## src/rtl/junit_xml_reader_pkg.sv

```systemverilog
// Shared definitions for the JUnit-XML stream reader.
// Contents:
//   state_t      - parser FSM states
//   err_code_t   - sticky error codes reported on err_code
//   CH_*         - ASCII byte constants the parser reacts to
//   TAG_*        - recognised element names (right-justified byte strings) and their lengths
//   M_*          - bit positions in the name-match vector
//   is_*         - byte classification helpers
package junit_xml_reader_pkg;

  typedef enum logic [3:0] {
    ST_TEXT,
    ST_LT,
    ST_NAME,
    ST_ATTR,
    ST_QUOTE,
    ST_SLASH,
    ST_CLOSE,
    ST_DECL,
    ST_DONE,
    ST_ERR
  } state_t;

  typedef enum logic [2:0] {
    ERR_NONE      = 3'd0,
    ERR_UNDERFLOW = 3'd1,
    ERR_OVERFLOW  = 3'd2,
    ERR_BAD_TAG   = 3'd3,
    ERR_TRUNC     = 3'd4
  } err_code_t;

  localparam logic [7:0] CH_LT     = 8'h3C;
  localparam logic [7:0] CH_GT     = 8'h3E;
  localparam logic [7:0] CH_SLASH  = 8'h2F;
  localparam logic [7:0] CH_QMARK  = 8'h3F;
  localparam logic [7:0] CH_BANG   = 8'h21;
  localparam logic [7:0] CH_DQUOTE = 8'h22;
  localparam logic [7:0] CH_SQUOTE = 8'h27;

  // Longest recognised name; the capture buffer must hold at least this many bytes.
  localparam int TAG_BYTES_MAX = 9;

  // String literals are right-justified: the first character sits in the
  // highest occupied byte, i.e. at byte index LEN-1 from the LSB.
  localparam logic [8*TAG_BYTES_MAX-1:0] TAG_SUITE   = "testsuite";
  localparam logic [8*TAG_BYTES_MAX-1:0] TAG_CASE    = "testcase";
  localparam logic [8*TAG_BYTES_MAX-1:0] TAG_FAILURE = "failure";
  localparam logic [8*TAG_BYTES_MAX-1:0] TAG_ERROR   = "error";
  localparam logic [8*TAG_BYTES_MAX-1:0] TAG_SKIPPED = "skipped";
  localparam int TAG_SUITE_LEN   = 9;
  localparam int TAG_CASE_LEN    = 8;
  localparam int TAG_FAILURE_LEN = 7;
  localparam int TAG_ERROR_LEN   = 5;
  localparam int TAG_SKIPPED_LEN = 7;

  localparam int M_SUITE   = 4;
  localparam int M_CASE    = 3;
  localparam int M_FAILURE = 2;
  localparam int M_ERROR   = 1;
  localparam int M_SKIPPED = 0;

  function automatic logic is_alpha(input logic [7:0] c);
    return ((c >= 8'h41) && (c <= 8'h5A)) || ((c >= 8'h61) && (c <= 8'h7A));
  endfunction

  function automatic logic is_digit(input logic [7:0] c);
    return (c >= 8'h30) && (c <= 8'h39);
  endfunction

  function automatic logic is_name_start(input logic [7:0] c);
    return is_alpha(c) || (c == 8'h5F);
  endfunction

  function automatic logic is_name_char(input logic [7:0] c);
    return is_name_start(c) || is_digit(c) ||
           (c == 8'h2D) || (c == 8'h2E) || (c == 8'h3A);
  endfunction

  function automatic logic is_space(input logic [7:0] c);
    return (c == 8'h20) || (c == 8'h09) || (c == 8'h0A) || (c == 8'h0D);
  endfunction

endpackage

```

## src/rtl/junit_xml_name_match.sv

```systemverilog
// Combinational tag-name recogniser.
// Ports:
//   name_buf [8*NAME_MAX] in  - captured name, byte i at bits [8*i +: 8]
//   name_len [LEN_W]      in  - captured length (may exceed NAME_MAX, saturating)
//   match    [5]          out - one-hot {suite, case, failure, error, skipped}
// A match needs exact length and exact, case-sensitive bytes.
module junit_xml_name_match #(
  parameter int NAME_MAX = 16,
  parameter int LEN_W    = 6
) (
  input  logic [8*NAME_MAX-1:0] name_buf,
  input  logic [LEN_W-1:0]      name_len,
  output logic [4:0]            match
);
  import junit_xml_reader_pkg::*;

  function automatic logic name_is(input logic [8*NAME_MAX-1:0]      b,
                                   input logic [LEN_W-1:0]           l,
                                   input logic [8*TAG_BYTES_MAX-1:0] s,
                                   input int                         sl);
    logic ok;
    ok = (int'(l) == sl);
    for (int i = 0; i < NAME_MAX; i++) begin
      if (i < sl) begin
        if (b[8*i +: 8] != s[8*(sl-1-i) +: 8]) ok = 1'b0;
      end
    end
    return ok;
  endfunction

  always_comb begin
    match            = '0;
    match[M_SUITE]   = name_is(name_buf, name_len, TAG_SUITE,   TAG_SUITE_LEN);
    match[M_CASE]    = name_is(name_buf, name_len, TAG_CASE,    TAG_CASE_LEN);
    match[M_FAILURE] = name_is(name_buf, name_len, TAG_FAILURE, TAG_FAILURE_LEN);
    match[M_ERROR]   = name_is(name_buf, name_len, TAG_ERROR,   TAG_ERROR_LEN);
    match[M_SKIPPED] = name_is(name_buf, name_len, TAG_SKIPPED, TAG_SKIPPED_LEN);
  end

endmodule

```

## src/rtl/junit_xml_reader.sv

```systemverilog
// Streaming byte-serial JUnit-XML reader: counts testsuite/testcase/failure/error
// start tags, tracks nesting depth, flags done when the root closes and latches
// the first structural error.
// Ports:
//   clk, rst (sync, active high), clear (sync restart, rst has priority)
//   in_valid/in_ready/in_data[8]/in_last - input byte stream
//   suite_cnt, case_cnt, fail_cnt, err_cnt [CNT_W] - saturating tag counters
//   skip_cnt [CNT_W] - only when JUNIT_XML_READER_SKIP_CNT_EN is defined
//   depth [DEPTH_W], done, error, err_code[3] - registered status
// Build option: define JUNIT_XML_READER_SKIP_CNT_EN to count <skipped> tags.
//
// state   | meaning
// TEXT    | character data between tags, waiting for '<'
// LT      | just saw '<'
// NAME    | capturing an element name
// ATTR    | inside an open tag after the name
// QUOTE   | inside a quoted attribute value
// SLASH   | saw '/' in an open tag, expecting '>'
// CLOSE   | skipping a close tag up to '>'
// DECL    | skipping <? ... > or <! ... >
// DONE    | root element closed, input stalled
// ERR     | error latched, input stalled
module junit_xml_reader #(
  parameter int NAME_MAX = 16,
  parameter int CNT_W    = 16,
  parameter int DEPTH_W  = 4
) (
  input  logic               clk,
  input  logic               rst,
  input  logic               clear,
  input  logic               in_valid,
  output logic               in_ready,
  input  logic [7:0]         in_data,
  input  logic               in_last,
  output logic [CNT_W-1:0]   suite_cnt,
  output logic [CNT_W-1:0]   case_cnt,
  output logic [CNT_W-1:0]   fail_cnt,
  output logic [CNT_W-1:0]   err_cnt,
`ifdef JUNIT_XML_READER_SKIP_CNT_EN
  output logic [CNT_W-1:0]   skip_cnt,
`endif
  output logic [DEPTH_W-1:0] depth,
  output logic               done,
  output logic               error,
  output logic [2:0]         err_code
);
  import junit_xml_reader_pkg::*;

  // One extra bit so the length can run past NAME_MAX and never alias a short name.
  localparam int LEN_W = $clog2(NAME_MAX + 1) + 1;
  localparam logic [LEN_W-1:0] NAME_MAX_L = LEN_W'(NAME_MAX);

  state_t                state, state_nx;
  logic [7:0]            quote, quote_nx;
  logic [8*NAME_MAX-1:0] name_buf, buf_nx;
  logic [LEN_W-1:0]      name_len, len_nx;
  logic [CNT_W-1:0]      suite_nx, case_nx, fail_nx, errc_nx;
  logic [DEPTH_W-1:0]    depth_nx;
  logic                  done_nx, error_nx;
  logic [2:0]            code_nx;
  logic [4:0]            match;
  logic                  accept;
  logic                  tag_open, tag_self, tag_close, bad_tag;
  logic                  ovf, unf, root_done, struct_err, trunc;
`ifdef JUNIT_XML_READER_SKIP_CNT_EN
  logic [CNT_W-1:0]      skip_nx;
`else
  logic                  unused_skip_match;
  assign unused_skip_match = match[M_SKIPPED];
`endif

  function automatic logic [CNT_W-1:0] sat_inc(input logic [CNT_W-1:0] v);
    return (v == '1) ? v : v + CNT_W'(1);
  endfunction

  junit_xml_name_match #(
    .NAME_MAX(NAME_MAX),
    .LEN_W   (LEN_W)
  ) u_name_match (
    .name_buf(name_buf),
    .name_len(name_len),
    .match   (match)
  );

  assign in_ready = !done && !error;
  assign accept   = in_valid && in_ready && !clear;

  always_comb begin
    state_nx  = state;
    quote_nx  = quote;
    buf_nx    = name_buf;
    len_nx    = name_len;
    tag_open  = 1'b0;
    tag_self  = 1'b0;
    tag_close = 1'b0;
    bad_tag   = 1'b0;
    if (accept) begin
      case (state)
        ST_TEXT: begin
          if (in_data == CH_LT) begin
            state_nx = ST_LT;
            buf_nx   = '0;
            len_nx   = '0;
          end
        end
        ST_LT: begin
          if (in_data == CH_SLASH) begin
            state_nx = ST_CLOSE;
          end else if ((in_data == CH_QMARK) || (in_data == CH_BANG)) begin
            state_nx = ST_DECL;
          end else if (is_name_start(in_data)) begin
            buf_nx[7:0] = in_data;
            len_nx      = LEN_W'(1);
            state_nx    = ST_NAME;
          end else begin
            bad_tag = 1'b1;
          end
        end
        ST_NAME: begin
          if (is_name_char(in_data)) begin
            if (name_len < NAME_MAX_L) buf_nx[8*int'(name_len) +: 8] = in_data;
            if (name_len != '1) len_nx = name_len + LEN_W'(1);
          end else if (is_space(in_data)) begin
            state_nx = ST_ATTR;
          end else if (in_data == CH_SLASH) begin
            state_nx = ST_SLASH;
          end else if (in_data == CH_GT) begin
            tag_open = 1'b1;
            state_nx = ST_TEXT;
          end else begin
            bad_tag = 1'b1;
          end
        end
        ST_ATTR: begin
          if ((in_data == CH_DQUOTE) || (in_data == CH_SQUOTE)) begin
            quote_nx = in_data;
            state_nx = ST_QUOTE;
          end else if (in_data == CH_SLASH) begin
            state_nx = ST_SLASH;
          end else if (in_data == CH_GT) begin
            tag_open = 1'b1;
            state_nx = ST_TEXT;
          end
        end
        ST_QUOTE: begin
          if (in_data == quote) state_nx = ST_ATTR;
        end
        ST_SLASH: begin
          if (in_data == CH_GT) begin
            tag_self = 1'b1;
            state_nx = ST_TEXT;
          end else begin
            bad_tag = 1'b1;
          end
        end
        ST_CLOSE: begin
          if (in_data == CH_GT) begin
            tag_close = 1'b1;
            state_nx  = ST_TEXT;
          end
        end
        ST_DECL: begin
          if (in_data == CH_GT) state_nx = ST_TEXT;
        end
        default: ;
      endcase
    end
  end

  always_comb begin
    ovf        = tag_open && (depth == '1);
    unf        = tag_close && (depth == '0);
    root_done  = (tag_self && (depth == '0)) || (tag_close && (depth == DEPTH_W'(1)));
    struct_err = ovf || unf || bad_tag;
    trunc      = accept && in_last && !root_done && !struct_err;

    suite_nx = suite_cnt;
    case_nx  = case_cnt;
    fail_nx  = fail_cnt;
    errc_nx  = err_cnt;
`ifdef JUNIT_XML_READER_SKIP_CNT_EN
    skip_nx  = skip_cnt;
`endif
    depth_nx = depth;
    done_nx  = done;
    error_nx = error;
    code_nx  = err_code;

    // A byte that trips a structural error leaves counters and depth untouched;
    // a truncating byte still completes whatever tag it closes.
    if (!struct_err) begin
      if (tag_open || tag_self) begin
        if (match[M_SUITE])   suite_nx = sat_inc(suite_cnt);
        if (match[M_CASE])    case_nx  = sat_inc(case_cnt);
        if (match[M_FAILURE]) fail_nx  = sat_inc(fail_cnt);
        if (match[M_ERROR])   errc_nx  = sat_inc(err_cnt);
`ifdef JUNIT_XML_READER_SKIP_CNT_EN
        if (match[M_SKIPPED]) skip_nx  = sat_inc(skip_cnt);
`endif
      end
      if (tag_open)  depth_nx = depth + DEPTH_W'(1);
      if (tag_close) depth_nx = depth - DEPTH_W'(1);
    end

    if (ovf)          code_nx = ERR_OVERFLOW;
    else if (unf)     code_nx = ERR_UNDERFLOW;
    else if (bad_tag) code_nx = ERR_BAD_TAG;
    else if (trunc)   code_nx = ERR_TRUNC;

    if (struct_err || trunc) error_nx = 1'b1;
    else if (root_done)      done_nx  = 1'b1;
  end

  always_ff @(posedge clk) begin
    if (rst || clear) begin
      state     <= ST_TEXT;
      quote     <= '0;
      name_buf  <= '0;
      name_len  <= '0;
      suite_cnt <= '0;
      case_cnt  <= '0;
      fail_cnt  <= '0;
      err_cnt   <= '0;
`ifdef JUNIT_XML_READER_SKIP_CNT_EN
      skip_cnt  <= '0;
`endif
      depth     <= '0;
      done      <= 1'b0;
      error     <= 1'b0;
      err_code  <= ERR_NONE;
    end else begin
      if (error_nx && !error)    state <= ST_ERR;
      else if (done_nx && !done) state <= ST_DONE;
      else                       state <= state_nx;
      quote     <= quote_nx;
      name_buf  <= buf_nx;
      name_len  <= len_nx;
      suite_cnt <= suite_nx;
      case_cnt  <= case_nx;
      fail_cnt  <= fail_nx;
      err_cnt   <= errc_nx;
`ifdef JUNIT_XML_READER_SKIP_CNT_EN
      skip_cnt  <= skip_nx;
`endif
      depth     <= depth_nx;
      done      <= done_nx;
      error     <= error_nx;
      err_code  <= code_nx;
    end
  end

endmodule

```

## config.mk

```make
export PLATFORM = sky130hd
export DESIGN_NAME = junit_xml_reader
export DESIGN_NICKNAME = d
export VERILOG_FILES = /design/src/rtl/junit_xml_reader_pkg.sv /design/src/rtl/junit_xml_name_match.sv /design/src/rtl/junit_xml_reader.sv
export SDC_FILE = /design/constraint.sdc
export NUM_CORES = 1
export LEC_CHECK = 0
export ABC_CLOCK_PERIOD_IN_PS = 5100
export BUFFER_PORTS_ARGS = -buffer_cell sky130_fd_sc_hd__buf_2
export CORE_ASPECT_RATIO = 0.6
export CORE_MARGIN = 1
export CORE_UTILIZATION = 59
export CTS_CLUSTER_DIAMETER = 30
export DETAILED_ROUTE_END_ITERATION = 8
export PLACE_DENSITY = 0.8
export SYNTH_ARGS = -nofsm -noshare
export SYNTH_HDL_FRONTEND = slang
export SYNTH_SLANG_ARGS = --single-unit
```

## constraint.sdc

```tcl
create_clock -name clk -period 5.1 [get_ports clk]
set_input_delay 1.275 -clock clk [delete_from_list [all_inputs] [get_ports clk]]
set_output_delay 1.275 -clock clk [all_outputs]
set_load 0.02 [all_outputs]
```

==> flow_summary.json, run 1 <==
{
  "rrSetupSlack_ns": 1.24,
  "worstSetupStartpointType": "input port",
  "clock_tree_from_tritoncts": "built",
  "place_hpwl_um": 15600,
  "timing.hold.worst.class": "flop to flop",
  "row_count": 32,
  "grtUsageTotal_pct": 32.3,
  "synth_nets": 1032,
  "fin_tns_setup_ns": 0,
  "cts_made_buffers": 17,
  "cts.root.buffer_cell": "clkbuf_16",
  "placedCellCount": 1221,
  "cts.clk_slew.worst_paths_ns": 0.07,
  "worst-path-max-fanout": 21,
  "power-per-cell-area_mw_per_mm2": 284,
  "synth.lib_cells_used.distinct": 63,
  "critical_path_arrival_ns": 4.31,
  "path_class": "input port to flop",
  "critical_path.n_buffers_inverters": 1,
  "relSlewSlack_pct": 38.0,
  "core_area_mm2": 0.0132,
  "initial_utilization_pct": 62.2,
  "critPathMaxStageDelay_ns": 0.57,
  "leak_pwr_nw": 3.31,
  "antenna_left": 0,
  "fp.dieArea_mm2": 0.0144,
  "grt_overflow": 0,
  "post-cts-setup-buffer-count": 0,
  "grt_max_degree": 53,
  "place_congestion": 0.948,
  "yosys.area.top_type_share_pct": 39.7,
  "total_number_of_vias": 7913,
  "synthesis.yosys.warnings": 0,
  "synth.ff_latch_count": 163,
  "syn-instance-count": 1007,
  "clock-sinks": 163,
  "number_of_flops_mapped_to_enable_cells_by_yosys": 0,
  "io-pin-count": 87,
  "grt_pass1_vias": 7083,
  "startpoint_of_the_tightest_hold_check_path": "name_buf[7]$_SDFFE_PP0P_",
  "grt_antenna_before_repair": 0,
  "timing_max_transition_violations_final": 0,
  "clk_latency_ns": 0.43,
  "max-vdd-ir-drop_uv": 206,
  "rr_endpoint": "name_buf[67]$_SDFFE_PP0P_",
  "netlist_top_cells_count": "dfxtp_1, nor2_1, nand2_1, nand3_1, o21ai_0",
  "detail_route.vias_per_cell": 6.32,
  "dominantRegCellSynth": "dfxtp_1",
  "min_to": "name_buf[7]$_SDFFE_PP0P_",
  "rr_startpoint": "name_len[0]$_SDFFE_PP0P_",
  "maxCapViolations": 0,
  "numPortBuffers": 86,
  "synth.most_common_cell": "dfxtp_1",
  "fillerInstances": 1074,
  "max_clock_freq_ghz": 0.252,
  "finalHoldViolCount": 0,
  "drt-pass1-iter-count": 6,
  "clock_skew_after_layout_ns": 0.0148,
  "outcome": "finished, final reports clean",
  "cpMaxStageDelayCell": "or4_4",
  "drive_gt1_share_pct": 13.9,
  "data_required_time_at_the_worst_endpoint_ns": 5.45,
  "layout_worst_path_cycle_share_pct": 77.7,
  "grt_first_pass_wirelength_um": 36800,
  "synth-seq-area-share_pct": 39.7,
  "stdcell_count": 1253,
  "post_cts.resized_instances": 0,
  "post_synth_instance_area_mm2": 0.00822,
  "chipWidth_um": 154,
  "setup-violations-final": 0,
  "num-nets-final": 1095,
  "wl_um": 22400,
  "worst-r2r-cell-count": 9,
  "synth.largest_area_cell": "dfxtp_1",
  "worstPathCellList": "buf_2, nand4_1, or2_4, or4_4, nor3_1, nand3_1, or3_1, a21oi_1",
  "area.growth.synth_to_final_pct": 13.3,
  "chipHeight_um": 93.4,
  "detail_route.drc_violations": 0,
  "wl_per_cell_um": 17.8,
  "insertedDiodeCount": 0,
  "ctsHoldBuffers": 0,
  "endpoint_kind": "flop",
  "unrepaired_setup_endpoints_after_global_routing": "no",
  "clock_tree.htree_level_count": 4,
  "min_path_cells": 2,
  "share_of_flip_flops_with_an_asynchronous_set_or_reset_pct": 0,
  "clk_path_buf_depth": 2,
  "cpLargestDelayFamily": "simple AND/OR/NAND/NOR gates",
  "worstMarginPinSlew_ns": 0.927,
  "average_cell_area_after_synthesis_um2": 8.16,
  "drt_iter0_drc": 953,
  "final_period_minus_worst_setup_slack_ns": 3.96,
  "yosys-top-cells-area": "dfxtp_1, nor2_1, nand2_1"
}
==> sequential cells by signal, indices dropped and copies added, names as in the netlist <==
signal	cells
err_cnt	16
error	1
fail_cnt	16
err_code	3
depth	4
quote	8
suite_cnt	16
case_cnt	16
name_len	6
state	4
name_buf	72
done	1
==> worst max-delay path by stage <==
stage | startpoint | to | cells past startpoint
5_1_grt | in_data[5] | name_buf[44]$_SDFFE_PP0P_ | 8
3_3_place_gp | in_data[6] | case_cnt[3]$_SDFFE_PP0P_ | 7
2_1_floorplan | in_data[4] | fail_cnt[11]$_SDFFE_PP0P_ | 10
3_5_place_dp | in_data[6] | suite_cnt[6]$_SDFFE_PP0P_ | 8
4_1_cts | in_data[6] | suite_cnt[6]$_SDFFE_PP0P_ | 8
6_report | in_data[1] | suite_cnt[6]$_SDFFE_PP0P_ | 8
==> stage by stage <==
step | total power [W] | utilization (%) | cell area (µm²) | setup WS [ns] | hold slack, ns
after floorplan | 0.00136 | - | 8220 | 1.18 | 0.405
after global routing | 0.00272 | 70.5 | 9310 | 0.913 | 0.452
after CTS | 0.00265 | 70.5 | 9310 | 1.19 | 0.429
after global placement | 0.00139 | 66.1 | 8730 | 0.930 | 0.415
final | 0.00265 | 70.5 | 9310 | 1.14 | 0.427
after detailed placement | 0.00139 | 66.1 | 8730 | 0.847 | 0.418
==> final cells by class <==
cell class	count	area, µm²	area share (%)
multi-input combinational	770	4660	50.1
sequential	163	3260	35.0
timing repair buffer	97	513	5.51
clock buffer	19	433	4.65
tap	170	213	2.28
clock inverter	13	148	1.59
inverter	21	78.8	0.847
==> worst reg2reg max path, cell delays in order, from the launching register on <==
cell	delay (ns)
dfxtp_1	0.86
inv_1	0.23
ha_1	0.37
nor3b_1	0.18
o311ai_0	0.53
o211ai_1	0.41
nand2b_1	0.36
nor4b_1	0.47
nand3_1	0.19
a21oi_1	0.20
==> power breakdown <==
part | switching, W | internal, W | total (W)
Combinational | 0.0000663 | 0.0000225 | 0.0000888
Sequential | 0.00000186 | 0.00127 | 0.00128
Clock | 0.000553 | 0.000731 | 0.00128
Total | 0.000622 | 0.00203 | 0.00265
==> per-layer routing <==
metal / vias up / GRT usage [%] / part of all wire [%]
li1: 3741 / - / -
met1: 3706 / 48.1 / 47
met2: 422 / 45.4 / 40
met3: 44 / 7.60 / 11
met4: 0 / 10.5 / 1.8
met5: - / 0 / 0
==> logic make-up after synthesis <==
kind of cell / after synthesis / synth area share, %
AOI/OAI and AO/OA: 161 / 12.6
xor gates and xnor gates: 66 / 7.03
adders and majority gates: 12 / 1.83
buffers and inverters: 74 / 3.65
DFF: 163 / 39.7
muxes: 12 / 1.46
and+or+nand+nor: 519 / 33.7
==> layout by cell type (no fill, tap or decap), types with 8 or more instances in the layout <==
cell type / instances
and2_1: 18
and3_1: 24
nand2_1: 104
a21o_1: 8
inv_1: 21
a21oi_1: 39
nand3_1: 74
nor2_1: 113
and4_1: 8
buf_4: 11
nor4_1: 20
or3_1: 12
clkbuf_16: 17
nand4_1: 33
nand4b_1: 8
nor4b_1: 8
nand2b_1: 9
nor3_1: 33
o21ai_0: 54
a211oi_1: 12
a22o_1: 14
ha_1: 12
dfxtp_1: 163
xnor2_1: 43
mux2i_1: 12
buf_2: 86
xor2_1: 23
Power figures use the tool's default switching activity.
==> run 2, diff against run 1 <==
--- a/config.mk
+++ b/config.mk
@@ -5,14 +5,15 @@
 export SDC_FILE = /design/constraint.sdc
 export NUM_CORES = 1
 export LEC_CHECK = 0
-export ABC_CLOCK_PERIOD_IN_PS = 5100
+export ABC_AREA = 1
+export ABC_CLOCK_PERIOD_IN_PS = 3300
 export BUFFER_PORTS_ARGS = -buffer_cell sky130_fd_sc_hd__buf_2
 export CORE_ASPECT_RATIO = 0.6
 export CORE_MARGIN = 1
-export CORE_UTILIZATION = 59
+export CORE_UTILIZATION = 55
 export CTS_CLUSTER_DIAMETER = 30
 export DETAILED_ROUTE_END_ITERATION = 8
-export PLACE_DENSITY = 0.8
+export PLACE_DENSITY = 0.77
 export SYNTH_ARGS = -nofsm -noshare
 export SYNTH_HDL_FRONTEND = slang
 export SYNTH_SLANG_ARGS = --single-unit
==> constraint.sdc (replaced) <==
create_clock -name clk -period 3.3 [get_ports clk]
set_input_delay 0.825 -clock clk [delete_from_list [all_inputs] [get_ports clk]]
set_output_delay 0.825 -clock clk [all_outputs]
set_load 0.02 [all_outputs]
==> flow_summary.json, run 2 <==
{
  "max_clock_freq_ghz": 0.337,
  "critical_path.n_buffers_inverters": 1,
  "critical_path.most_common_cell": "nand2_1",
  "place_congestion": 0.993,
  "grtUsageTotal_pct": 31.0,
  "net-switching-power_w": 0.000969,
  "setup-violations-final": 0,
  "total_number_of_vias": 10300,
  "worstMarginPinSlew_ns": 0.789,
  "number_of_flops_mapped_to_enable_cells_by_yosys": 0,
  "yosys.area.top_type_share_pct": 32.7,
  "post-cts-setup-buffer-count": 0,
  "synth-seq-area-share_pct": 32.7,
  "hold-worst-slack_ns": 0.447,
  "timing.hold.worst.class": "flop to flop",
  "post_synth_instance_area_mm2": 0.00998,
  "layout.cells.most_common": "nand2_1",
  "io-pin-count": 87,
  "wl_um": 28300,
  "antenna_left": 0,
  "grt_max_degree": 57,
  "final_period_minus_worst_setup_slack_ns": 2.97,
  "rrSetupSlack_ns": 0.33,
  "p_clk_share_pct": 46.6,
  "data_required_time_at_the_worst_endpoint_ns": 3.62,
  "max-vdd-ir-drop_uv": 363,
  "clock_tree_from_tritoncts": "built",
  "post_cts.resized_instances": 0,
  "chipHeight_um": 106,
  "largest_reg_flops": 72,
  "synth.most_common_cell": "nand2_1",
  "dp_worst_setup_slack_ns": 0.281,
  "share_of_flip_flops_with_an_asynchronous_set_or_reset_pct": 0,
  "clock_tree.htree_level_count": 4,
  "syn-instance-count": 1502,
  "synth.ff_latch_count": 163,
  "power-per-cell-area_mw_per_mm2": 362,
  "clock-sinks": 163,
  "drive_gt1_share_pct": 12.3,
  "dominantRegCellSynth": "dfxtp_1",
  "synth_nets": 1527,
  "grt_antenna_before_repair": 0,
  "leak_pwr_nw": 4.19,
  "cpMaxStageDelayCell": "ha_1",
  "drt_iter0_drc": 1154,
  "cts_made_buffers": 17,
  "path_class": "flop to flop",
  "core_area_mm2": 0.0175,
  "worstSetupStartpointType": "flop",
  "worst-path-max-fanout": 14,
  "unrepaired_setup_endpoints_after_global_routing": "no",
  "detail_route.drc_violations": 0,
  "drt-pass1-iter-count": 8,
  "pwr-share-seq_pct": 49.2,
  "yosys-top-cells-area": "dfxtp_1, nand2_1, a21oi_1",
  "detail_route.vias_per_cell": 5.66,
  "num-nets-final": 1596,
  "cts.clk_slew.worst_paths_ns": 0.07,
  "row_count": 37,
  "cts.root.buffer_cell": "clkbuf_16",
  "wl_per_cell_um": 15.6,
  "insertedDiodeCount": 0,
  "combinational_fraction_of_design_power_pct": 4.2,
  "report.power.total_w": 0.00402,
  "synth.lib_cells_used.distinct": 51,
  "ctsHoldBuffers": 0,
  "chipWidth_um": 176,
  "fp.dieArea_mm2": 0.0187,
  "synth.largest_area_cell": "dfxtp_1",
  "top_register": "name_buf",
  "numPortBuffers": 86,
  "final_instance_area_mm2": 0.0111,
  "finalHoldViolCount": 0,
  "relSlewSlack_pct": 46.9,
  "critPathMaxStageDelay_ns": 0.50,
  "clk_latency_ns": 0.43,
  "synthesis.yosys.warnings": 0,
  "timing.final.ws_setup_ns": 0.331,
  "outcome": "finished, final reports clean",
  "average_cell_area_after_synthesis_um2": 6.65,
  "fillerInstances": 1653,
  "placement.cell_area_mm2": 0.0106,
  "worstPathCellList": "inv_2, nand3_1, nor2_1, nand2_1, ha_1, nand3b_4, nor2_4, nand2_1, nor2_1, nand2_1, nand2_1, nand2_2, o21ai_0, a21oi_1",
  "cell_internal_pwr_w": 0.00305,
  "netlist_top_cells_count": "nand2_1, nor2_1, inv_1, dfxtp_1, a21oi_1",
  "critical_path_arrival_ns": 3.29,
  "grt_overflow": 0,
  "grt_pass1_vias": 8978,
  "timing_max_transition_violations_final": 0,
  "layout_worst_path_cycle_share_pct": 90.0,
  "cpLargestDelayFamily": "simple AND/OR/NAND/NOR gates",
  "initial_utilization_pct": 57.2,
  "clk_path_buf_depth": 2,
  "endpoint_kind": "flop",
  "commonest_cells_after_routing_fill_and_taps_aside": "nand2_1, nor2_1, inv_1, dfxtp_1, a21oi_1",
  "grt_first_pass_wirelength_um": 46200,
  "place_hpwl_um": 20900,
  "switching_share_pct": 24.1,
  "clock_skew_after_layout_ns": 0.00972,
  "fin_tns_setup_ns": 0,
  "maxCapViolations": 0,
  "area.growth.synth_to_final_pct": 11.3
}
==> run 2: cell types whose count changed after synthesis, sizes merged, moves of 33 or more <==
cell	change
a21oi	+103
inv	+156
nand2	+205
nand3	+42
nor2	+72
nor3	+35
o21ai	+33
==> run 2: stage by stage <==
stage / utilization, % / instances
2_1_floorplan: - / 1502
3_3_place_gp: 60.5 / 1786
3_5_place_dp: 60.5 / 1786
4_1_cts: 63.6 / 1818
5_1_grt: 63.6 / 1818
6_report: 63.6 / 1818
==> run 2: logic make-up (layout without fill, tap and decap cells) <==
group / count (synthesis) / count (layout) / synth area share [%]
simple gates: 773 / 773 / 36.8
compound gates: 250 / 250 / 13.0
buf+inv: 233 / 315 / 9.69
flops: 163 / 163 / 32.7
xor+xnor: 70 / 70 / 6.22
fa+ha+maj: 12 / 12 / 1.50
mux: 1 / 1 / 0.113
==> run 2: path summary, 6_finish.rpt <==
kind | from | to | depth (start not counted)
setup reg to reg | name_len[2]$_SDFFE_PP0P_ | name_buf[60]$_SDFFE_PP0P_ | 14
hold / removal | name_buf[15]$_SDFFE_PP0P_ | name_buf[15]$_SDFFE_PP0P_ | 2
setup / recovery | name_len[2]$_SDFFE_PP0P_ | name_buf[60]$_SDFFE_PP0P_ | 14
hold reg to reg | name_buf[15]$_SDFFE_PP0P_ | name_buf[15]$_SDFFE_PP0P_ | 2
==> run 2: final cells by class <==
cell class / instances / area [µm²] / share of cell area (%)
repair buffers: 102 / 563 / 5.07
clock buffers: 20 / 437 / 3.93
flip-flops and latches: 163 / 3260 / 29.4
well taps: 234 / 293 / 2.64
clock inverters: 12 / 106 / 0.958
inverters: 181 / 691 / 6.22
multi-input cells: 1106 / 5750 / 51.8
==> run 2: power groups by stage <==
stage	combinational, W	clock, W	sequential [W]
detailed placement	0.000162	0	0.00202
finish	0.000167	0.00188	0.00198
CTS	0.000163	0.00191	0.00198
global placement	0.000162	0	0.00202
global route	0.000184	0.00200	0.00198
floorplan	0.000118	0	0.00202
==> run 2: per-layer routing <==
| metal | GRT usage (%) | share of wire [%] |
|---|---|---|
| met5 | 0 | 0 |
| met4 | 7.02 | 0.93 |
| met2 | 43.0 | 40 |
| met3 | 7.30 | 10 |
| met1 | 47.4 | 49 |
==> run 2: tightest hold or removal path: stages, from the launching register on <==
cell     delay [ns]
dfxtp_1        0.31
nand2_1        0.06
nor2_1         0.04
